## src/rtl/fc2_cu_pkg.sv

```systemverilog
// Shared LeNet fully-connected constants and the FC control-unit state encoding.
package lenet_fc_pkg;

    localparam int FC1_IFM_DEPTH    = 120;
    localparam int FC1_NUMBER_OF_WM = 84;
    localparam int FC2_IFM_DEPTH    = 84;
    localparam int FC2_NUMBER_OF_WM = 10;

    typedef enum logic [2:0] {
        S_IDLE      = 3'd0,
        S_ACCUM     = 3'd1,
        S_BIAS      = 3'd2,
        S_DRAIN     = 3'd3,
        S_DONE      = 3'd4,
        S_WAIT_NEXT = 3'd5
    } fc_state_e;

endpackage

```

## src/rtl/fc2_cu_if.sv

```systemverilog
// Handshake and weight/accumulator control bundle between fc2_cu and its datapath neighbours.
interface fc2_cu_if #(
    parameter int ADDRESS_SIZE_WM = 7
);
    logic                       start_from_previous;
    logic                       end_to_previous;
    logic                       end_from_next;
    logic                       start_to_next;
    logic [ADDRESS_SIZE_WM-1:0] wm_address_read;
    logic                       wm_enable_read;
    logic                       acc_enable;
    logic                       acc_clear;
    logic                       bias_sel;
    logic                       ifm_enable_write_next;
    logic                       overrun;

    modport master (
        input  start_from_previous, end_from_next,
        output end_to_previous, start_to_next, wm_address_read, wm_enable_read,
               acc_enable, acc_clear, bias_sel, ifm_enable_write_next, overrun
    );

    modport slave (
        output start_from_previous, end_from_next,
        input  end_to_previous, start_to_next, wm_address_read, wm_enable_read,
               acc_enable, acc_clear, bias_sel, ifm_enable_write_next, overrun
    );
endinterface

```

## src/rtl/fc2_cu_reg.sv

```systemverilog
// Generic pipeline register with asynchronous active-high clear.
module Reg #(
    parameter int DATA_WIDTH = 32
) (
    input  logic                  clk,
    input  logic                  reset,
    input  logic [DATA_WIDTH-1:0] i_data,
    output logic [DATA_WIDTH-1:0] o_data
);
    // NOTE: sequential state always uses non-blocking assignment so every flop samples pre-edge values.
    always_ff @(posedge clk or posedge reset) begin
        if (reset) o_data <= '0;
        else       o_data <= i_data;
    end
endmodule

```

## src/rtl/fc2_cu.sv

```systemverilog
// FC2 control unit: sequences weight reads and accumulation for one inference, then hands off.
// Define FC2_BIAS_EN to add a bias-accumulation cycle after the last product.
module fc2_cu
    import lenet_fc_pkg::*;
#(
    parameter int DATA_WIDTH      = 32,
    parameter int IFM_DEPTH       = FC2_IFM_DEPTH,
    parameter int NUMBER_OF_WM    = FC2_NUMBER_OF_WM,
    parameter int ADDRESS_SIZE_WM = $clog2(IFM_DEPTH)
) (
    input  logic     clk,
    input  logic     reset,
    fc2_cu_if.master bus
);
    localparam logic [ADDRESS_SIZE_WM-1:0] LAST_ADDR = ADDRESS_SIZE_WM'(IFM_DEPTH - 1);

    // Datapath width and neuron count only size the datapath; reject nonsense configurations here.
    if (DATA_WIDTH < 1 || NUMBER_OF_WM < 1 || (2 ** ADDRESS_SIZE_WM) < IFM_DEPTH) begin : g_cfg_check
        $error("fc2_cu: invalid parameter set");
    end

    fc_state_e                  r_state;
    fc_state_e                  w_next_state;
    logic [ADDRESS_SIZE_WM-1:0] r_in_count;
    logic                       r_overrun;
    logic                       w_ready;
    logic                       w_accept;
    logic                       w_last_accept;
    logic                       w_acc_dly;
    logic                       w_bias_phase;

`ifdef FC2_BIAS_EN
    localparam fc_state_e POST_LAST = S_BIAS;
    assign w_bias_phase = (r_state == S_DRAIN);
`else
    localparam fc_state_e POST_LAST = S_DRAIN;
    assign w_bias_phase = 1'b0;
`endif

    assign w_ready       = (r_state == S_IDLE) || (r_state == S_ACCUM);
    assign w_accept      = bus.start_from_previous && w_ready;
    assign w_last_accept = w_accept && (r_in_count == LAST_ADDR);

    // The weight memory answers one cycle after the read, so the add follows the accept by one cycle.
    Reg #(.DATA_WIDTH(1)) u_acc_dly (
        .clk    (clk),
        .reset  (reset),
        .i_data (w_accept),
        .o_data (w_acc_dly)
    );

    always_ff @(posedge clk or posedge reset) begin
        if (reset) begin
            r_state    <= S_IDLE;
            r_in_count <= '0;
            r_overrun  <= 1'b0;
        end else begin
            r_state <= w_next_state;
            if (w_next_state == S_DONE) r_in_count <= '0;
            else if (w_accept)          r_in_count <= r_in_count + 1'b1;
            if (bus.start_from_previous && !w_ready) r_overrun <= 1'b1;
        end
    end

    // NOTE: every output of this block gets a default first, so no path can infer a latch.
    always_comb begin
        w_next_state              = r_state;
        bus.acc_clear             = 1'b0;
        bus.start_to_next         = 1'b0;
        bus.ifm_enable_write_next = 1'b0;
        unique case (r_state)
            S_IDLE, S_ACCUM: begin
                if (w_last_accept) w_next_state = POST_LAST;
                else if (w_accept) w_next_state = S_ACCUM;
            end
            S_BIAS:  w_next_state = S_DRAIN;
            S_DRAIN: w_next_state = S_DONE;
            S_DONE: begin
                bus.start_to_next         = 1'b1;
                bus.ifm_enable_write_next = 1'b1;
                w_next_state              = S_WAIT_NEXT;
            end
            S_WAIT_NEXT: begin
                if (bus.end_from_next) begin
                    bus.acc_clear = 1'b1;
                    w_next_state  = S_IDLE;
                end
            end
            default: w_next_state = S_IDLE;
        endcase
    end

    // Address is gated by the read enable so the post-last count value never reaches the memory.
    assign bus.end_to_previous = w_ready;
    assign bus.wm_enable_read  = w_accept;
    assign bus.wm_address_read = w_accept ? r_in_count : '0;
    assign bus.acc_enable      = w_acc_dly | w_bias_phase;
    assign bus.bias_sel        = w_bias_phase;
    assign bus.overrun         = r_overrun;

endmodule

```

## src/flat_wrapper.sv

```systemverilog
// flat-port wrapper written by rule: the top's interface ports become plain ports
module fc2_cu_flat import lenet_fc_pkg::*;
#(
    parameter int DATA_WIDTH      = 32,
    parameter int IFM_DEPTH       = FC2_IFM_DEPTH,
    parameter int NUMBER_OF_WM    = FC2_NUMBER_OF_WM,
    parameter int ADDRESS_SIZE_WM = $clog2(IFM_DEPTH)
)
  (clk, reset, bus_start_from_previous, bus_end_from_next, bus_end_to_previous, bus_start_to_next, bus_wm_address_read, bus_wm_enable_read, bus_acc_enable, bus_acc_clear, bus_bias_sel, bus_ifm_enable_write_next, bus_overrun);
  fc2_cu_if #(.ADDRESS_SIZE_WM(ADDRESS_SIZE_WM)) bus_i ();
  input  logic clk;
  input  logic reset;
  input wire logic [$bits(bus_i.start_from_previous)-1:0] bus_start_from_previous;
  input wire logic [$bits(bus_i.end_from_next)-1:0] bus_end_from_next;
  output wire logic [$bits(bus_i.end_to_previous)-1:0] bus_end_to_previous;
  output wire logic [$bits(bus_i.start_to_next)-1:0] bus_start_to_next;
  output wire logic [$bits(bus_i.wm_address_read)-1:0] bus_wm_address_read;
  output wire logic [$bits(bus_i.wm_enable_read)-1:0] bus_wm_enable_read;
  output wire logic [$bits(bus_i.acc_enable)-1:0] bus_acc_enable;
  output wire logic [$bits(bus_i.acc_clear)-1:0] bus_acc_clear;
  output wire logic [$bits(bus_i.bias_sel)-1:0] bus_bias_sel;
  output wire logic [$bits(bus_i.ifm_enable_write_next)-1:0] bus_ifm_enable_write_next;
  output wire logic [$bits(bus_i.overrun)-1:0] bus_overrun;
  assign bus_i.start_from_previous = bus_start_from_previous;
  assign bus_i.end_from_next = bus_end_from_next;
  assign bus_end_to_previous = bus_i.end_to_previous;
  assign bus_start_to_next = bus_i.start_to_next;
  assign bus_wm_address_read = bus_i.wm_address_read;
  assign bus_wm_enable_read = bus_i.wm_enable_read;
  assign bus_acc_enable = bus_i.acc_enable;
  assign bus_acc_clear = bus_i.acc_clear;
  assign bus_bias_sel = bus_i.bias_sel;
  assign bus_ifm_enable_write_next = bus_i.ifm_enable_write_next;
  assign bus_overrun = bus_i.overrun;
  fc2_cu #(.DATA_WIDTH(DATA_WIDTH), .IFM_DEPTH(IFM_DEPTH), .NUMBER_OF_WM(NUMBER_OF_WM), .ADDRESS_SIZE_WM(ADDRESS_SIZE_WM)) u_core (.clk(clk), .reset(reset), .bus(bus_i));
endmodule
```

## config.mk

```make
export PLATFORM = sky130hd
export DESIGN_NAME = fc2_cu_flat
export DESIGN_NICKNAME = d
export VERILOG_FILES = /design/src/rtl/fc2_cu_pkg.sv /design/src/rtl/fc2_cu_if.sv /design/src/rtl/fc2_cu_reg.sv /design/src/rtl/fc2_cu.sv /design/src/flat_wrapper.sv
export SDC_FILE = /design/constraint.sdc
export NUM_CORES = 1
export LEC_CHECK = 0
export CAP_MARGIN = 15
export CORE_MARGIN = 4
export CORE_UTILIZATION = 48
export CTS_BUF_LIST = sky130_fd_sc_hd__clkbuf_4 sky130_fd_sc_hd__clkbuf_8 sky130_fd_sc_hd__clkbuf_16
export CTS_CLUSTER_DIAMETER = 100
export DETAILED_ROUTE_END_ITERATION = 6
export GPL_TIMING_DRIVEN = 0
export PLACE_DENSITY = 0.79
export SLEW_MARGIN = 10
export SYNTH_ARGS = -nofsm -noshare
export SYNTH_HDL_FRONTEND = slang
export SYNTH_SLANG_ARGS = --single-unit
```

## constraint.sdc

```tcl
create_clock -name clk -period 3 [get_ports clk]
set_input_delay 0.6 -clock clk [delete_from_list [all_inputs] [get_ports clk]]
set_output_delay 0.6 -clock clk [all_outputs]
set_load 0.005 [all_outputs]
```

==> run_results.csv <==
group,metric,value,unit
status,outcome,"completed",
timing,finClkSkew,0.00251,ns
yosys,yosys_warnings,0,
yosys,yosys-top-cells-area,"dfrtp_1 (45%), and2_1 (6.5%), o21ai_0 (3.7%)",
clock_network,cts_hold_buf,0,
yosys,synth_top_area_share,44.9,%
pwr,clockPowerShare,22.0,%
clock_network,cts_resized,0,
yosys,synth_top_family_by_area,"simple AND/OR/NAND/NOR gates",
timing,setup-violations-final,0,
setup_path,worst-path-buf-inv,3,
setup_path,critPathLaunchType,"primary input",
setup_path,crit_type,"in2out",
floorplan,ioPinCount,19,
pwr,power,584,µW
yosys,synth_xor_area_share,2.62,%
pwr,pwr-share-seq,44.8,%
yosys,synth-seq-cells,12,
pwr,switching_share,33.0,%
yosys,synth_fp_nets,75,
clock_network,htree_levels,1,
setup_path,worstPathCellList,"clkdlybuf4s50_1 > nor3b_4 > buf_12 > and2_1 > clkdlybuf4s50_1",
global_routing,overflow,0,
final_layout,diodes,0,
route,drt-pass1-iter-count,4,
route,vias_per_cell,5.35,
timing,setup_slack,0.184,ns
global_routing,grt_pass1_wl,2370,µm
run,max_cap_viol_count,0,
setup_path,slowest_delay,0.58,ns
placed_design,numPortBuffers,17,
pwr,power.leakage,0.000391,µW
floorplan,die-width,45.3,µm
yosys,synth_fa_ha_area_share,1.87,%
hold_path,hp-class,"reg2reg",
clock_network,cts_buffer_depth,2,
hold_path,min_path_cells,1,
clock_network,cts-root-buf,"clkbuf_4",
clock_network,cts_setup_buffers,0,
setup_path,cp_max_fo,10,
yosys,synth-compound-area-share,11.4,%
yosys,syn_avg_cell_area,9.56,µm²
timing,finalHoldViolCount,0,
yosys,synth_area_leader_cell,"dfrtp_1",
yosys,ys_types,28,
route,drt.antenna.violating_nets,0,
floorplan,dieArea,0.00206,mm²
final_layout,multi_input_area,332,µm²
timing,fmax,355,MHz
timing,fin_tns_setup,0,ns
route,drc,0,
clock_network,path_clk_slew,0.07,ns
floorplan,core,0.00130,mm²
setup_path,worst_setup_path_end_kind,"output port",
timing,maxSlewViolCount,0,
setup_path,cpMaxStageDelayCell,"clkdlybuf4s50_1",
yosys,syn_inst,70,
final_layout,fillers,99,
route,wirelength,1440,µm
clock_network,numClockSinks,12,
setup_path,arrival,2.22,ns
final_layout,layout-drive-gt1-share,13.0,%
global_routing,antenna_found_initial,0,
pwr,pwr-share-comb,33.2,%
pwr,irDropWorstVdd,542,µV
yosys,synth_area,669,µm²
global_routing,track_usage,16.5,%
timing,finalCritPeriodShare,93.9,%
final_layout,layout.nets,98,
global_routing,grt_pass1_vias,477,
timing,period_minus_slack,2.82,ns
placed_design,place_area,858,µm²
final_layout,final_area,915,µm²
pwr,switching_power,192,µW
setup_path,cpMostUsedCell,"clkdlybuf4s50_1",
setup_path,crit_family,"buffers and inverters",
floorplan,initial_core_util,51.4,%
placed_design,place_ws,0.0800,ns
floorplan,rows,13,
clock_network,cts_buffers,3,
yosys,ys_seq_area_share,44.9,%
timing,holdWs,0.489,ns
pwr,intPower,391,µW
placed_design,gp_congestion,0.749,
route,vias,572,
setup_path,critPathRequiredTime,2.40,ns
final_layout,seq_area,300,µm²
route,dr.first_iter.drc_count,14,
setup_path,ff2ff_path_depth,4,
placed_design,dp_hpwl,1050,µm
pwr,powerDensity,638,mW/mm²
clock_network,worstSkewPairLatency,0.27,ns
clock_network,cts_tree,"yes",
timing,rsz0062_at_grt,"no",
final_layout,areaGrowthSynthToFinish,36.6,%
route,wire_per_inst,13.5,µm
yosys,synthSimpleGateAreaFrac,31.6,%
global_routing,grt_max_degree,13,
floorplan,die_y,45.3,µm
setup_path,crit_cells,5,
yosys,synthMuxAreaShare,1.50,%
==> synthesized netlist by cell type, drive strengths merged <==
master / n
dfrtp: 12
and2: 7
nor2: 6
o21ai: 5
a21oi: 4
buf: 4
nand2: 3
nand2b: 3
nand4: 3
or3: 3
inv: 2
nor2b: 2
xnor2: 2
a21o: 1
a221oi: 1
and4bb: 1
clkbuf: 1
conb: 1
ha: 1
mux2i: 1
nand3b: 1
nand4bb: 1
nor3b: 1
nor4: 1
nor4b: 1
o211ai: 1
o31ai: 1
==> state kept, by name, summed over array words and instances, names as in the netlist <==
register                 count
u_core.r_state               3
u_core.r_in_count            7
u_core.u_acc_dly.o_data      1
u_core.bus.overrun           1
==> cell type report <==
class	count	area share, %
multi-input combinational	51	36.3
tap	15	2.05
inverter	2	0.821
timing repair buffer	18	20.8
clock buffer	4	3.97
buffer	5	3.28
sequential	12	32.8
==> final timing paths <==
path / startpoint / to / slack [ns]
worst max-delay path: bus_start_from_previous / bus_wm_address_read[1] / 0.18
worst min-delay path: u_core.bus.overrun$_DFFE_PP0P_ / u_core.bus.overrun$_DFFE_PP0P_ / 0.49
worst max register to register: u_core.r_state[1]$_DFF_PP0_ / u_core.r_in_count[4]$_DFFE_PP0P_ / 1.64
worst min register to register: u_core.bus.overrun$_DFFE_PP0P_ / u_core.bus.overrun$_DFFE_PP0P_ / 0.49
max in group asynchronous: reset / u_core.r_state[1]$_DFF_PP0_ / 2.06
min in group asynchronous: reset / u_core.r_in_count[0]$_DFFE_PP0P_ / 0.63
==> per-layer routing <==
metal,track usage [%],routed length [µm],part of all wire (%),vias up
li1,-,-,-,285
met1,22.8,636,44,273
met2,24.0,741,51,12
met3,5.98,52,3.6,2
met4,5.26,12,0.83,0
met5,0,0,0,-
==> stage by stage <==
stage | util (%) | std cells
final | 70.3 | 107
after global routing | 70.3 | 107
after CTS | 68.8 | 106
after detailed placement | 66.0 | 102
after global placement | 66.0 | 102
after floorplan | - | 70
==> kinds of logic (layout without fill, tap and decap cells) <==
group                      Yosys count  after routing
xor gates and xnor gates             2              2
muxes                                1              1
buffers and inverters                7             29
adders and majority gates            1              1
other                                1              1
AOI/OAI and AO/OA                   13             13
DFF                                 12             12
and+or+nand+nor                     33             33
==> worst reg2reg max path, stage by stage, from the launching register on <==
cell and delay (ns):
dfrtp_1 0.43, nand4bb_1 0.19, clkbuf_2 0.18, or3_1 0.36
a21oi_1 0.13
==> layout by cell type, fill, tap and decap left out, drive strengths merged <==
cell and n:
nand3b 1, mux2i 1, xnor2 2, nand2b 3, ha 1, a21o 1, nor2 6, a221oi 1
nor3b 1, clkbuf 5, o21ai 5, and4bb 1, and2 7, nand4 3, o211ai 1, nor4 1
dfrtp 12, nor2b 2, inv 2, or3 3, clkdlybuf4s50 17, nand4bb 1, conb 1, buf 5
o31ai 1, a21oi 4, nand2 3, nor4b 1
==> power by group through the flow <==
stage / registers [µW] / logic (µW) / clock network (µW)
after global placement: 261 / 181 / 0
after global routing: 270 / 220 / 143
after floorplan: 247 / 117 / 0
final: 261 / 194 / 129
after detailed placement: 264 / 190 / 0
after CTS: 260 / 193 / 133
No activity file was read; power rests on OpenSTA's default activity.
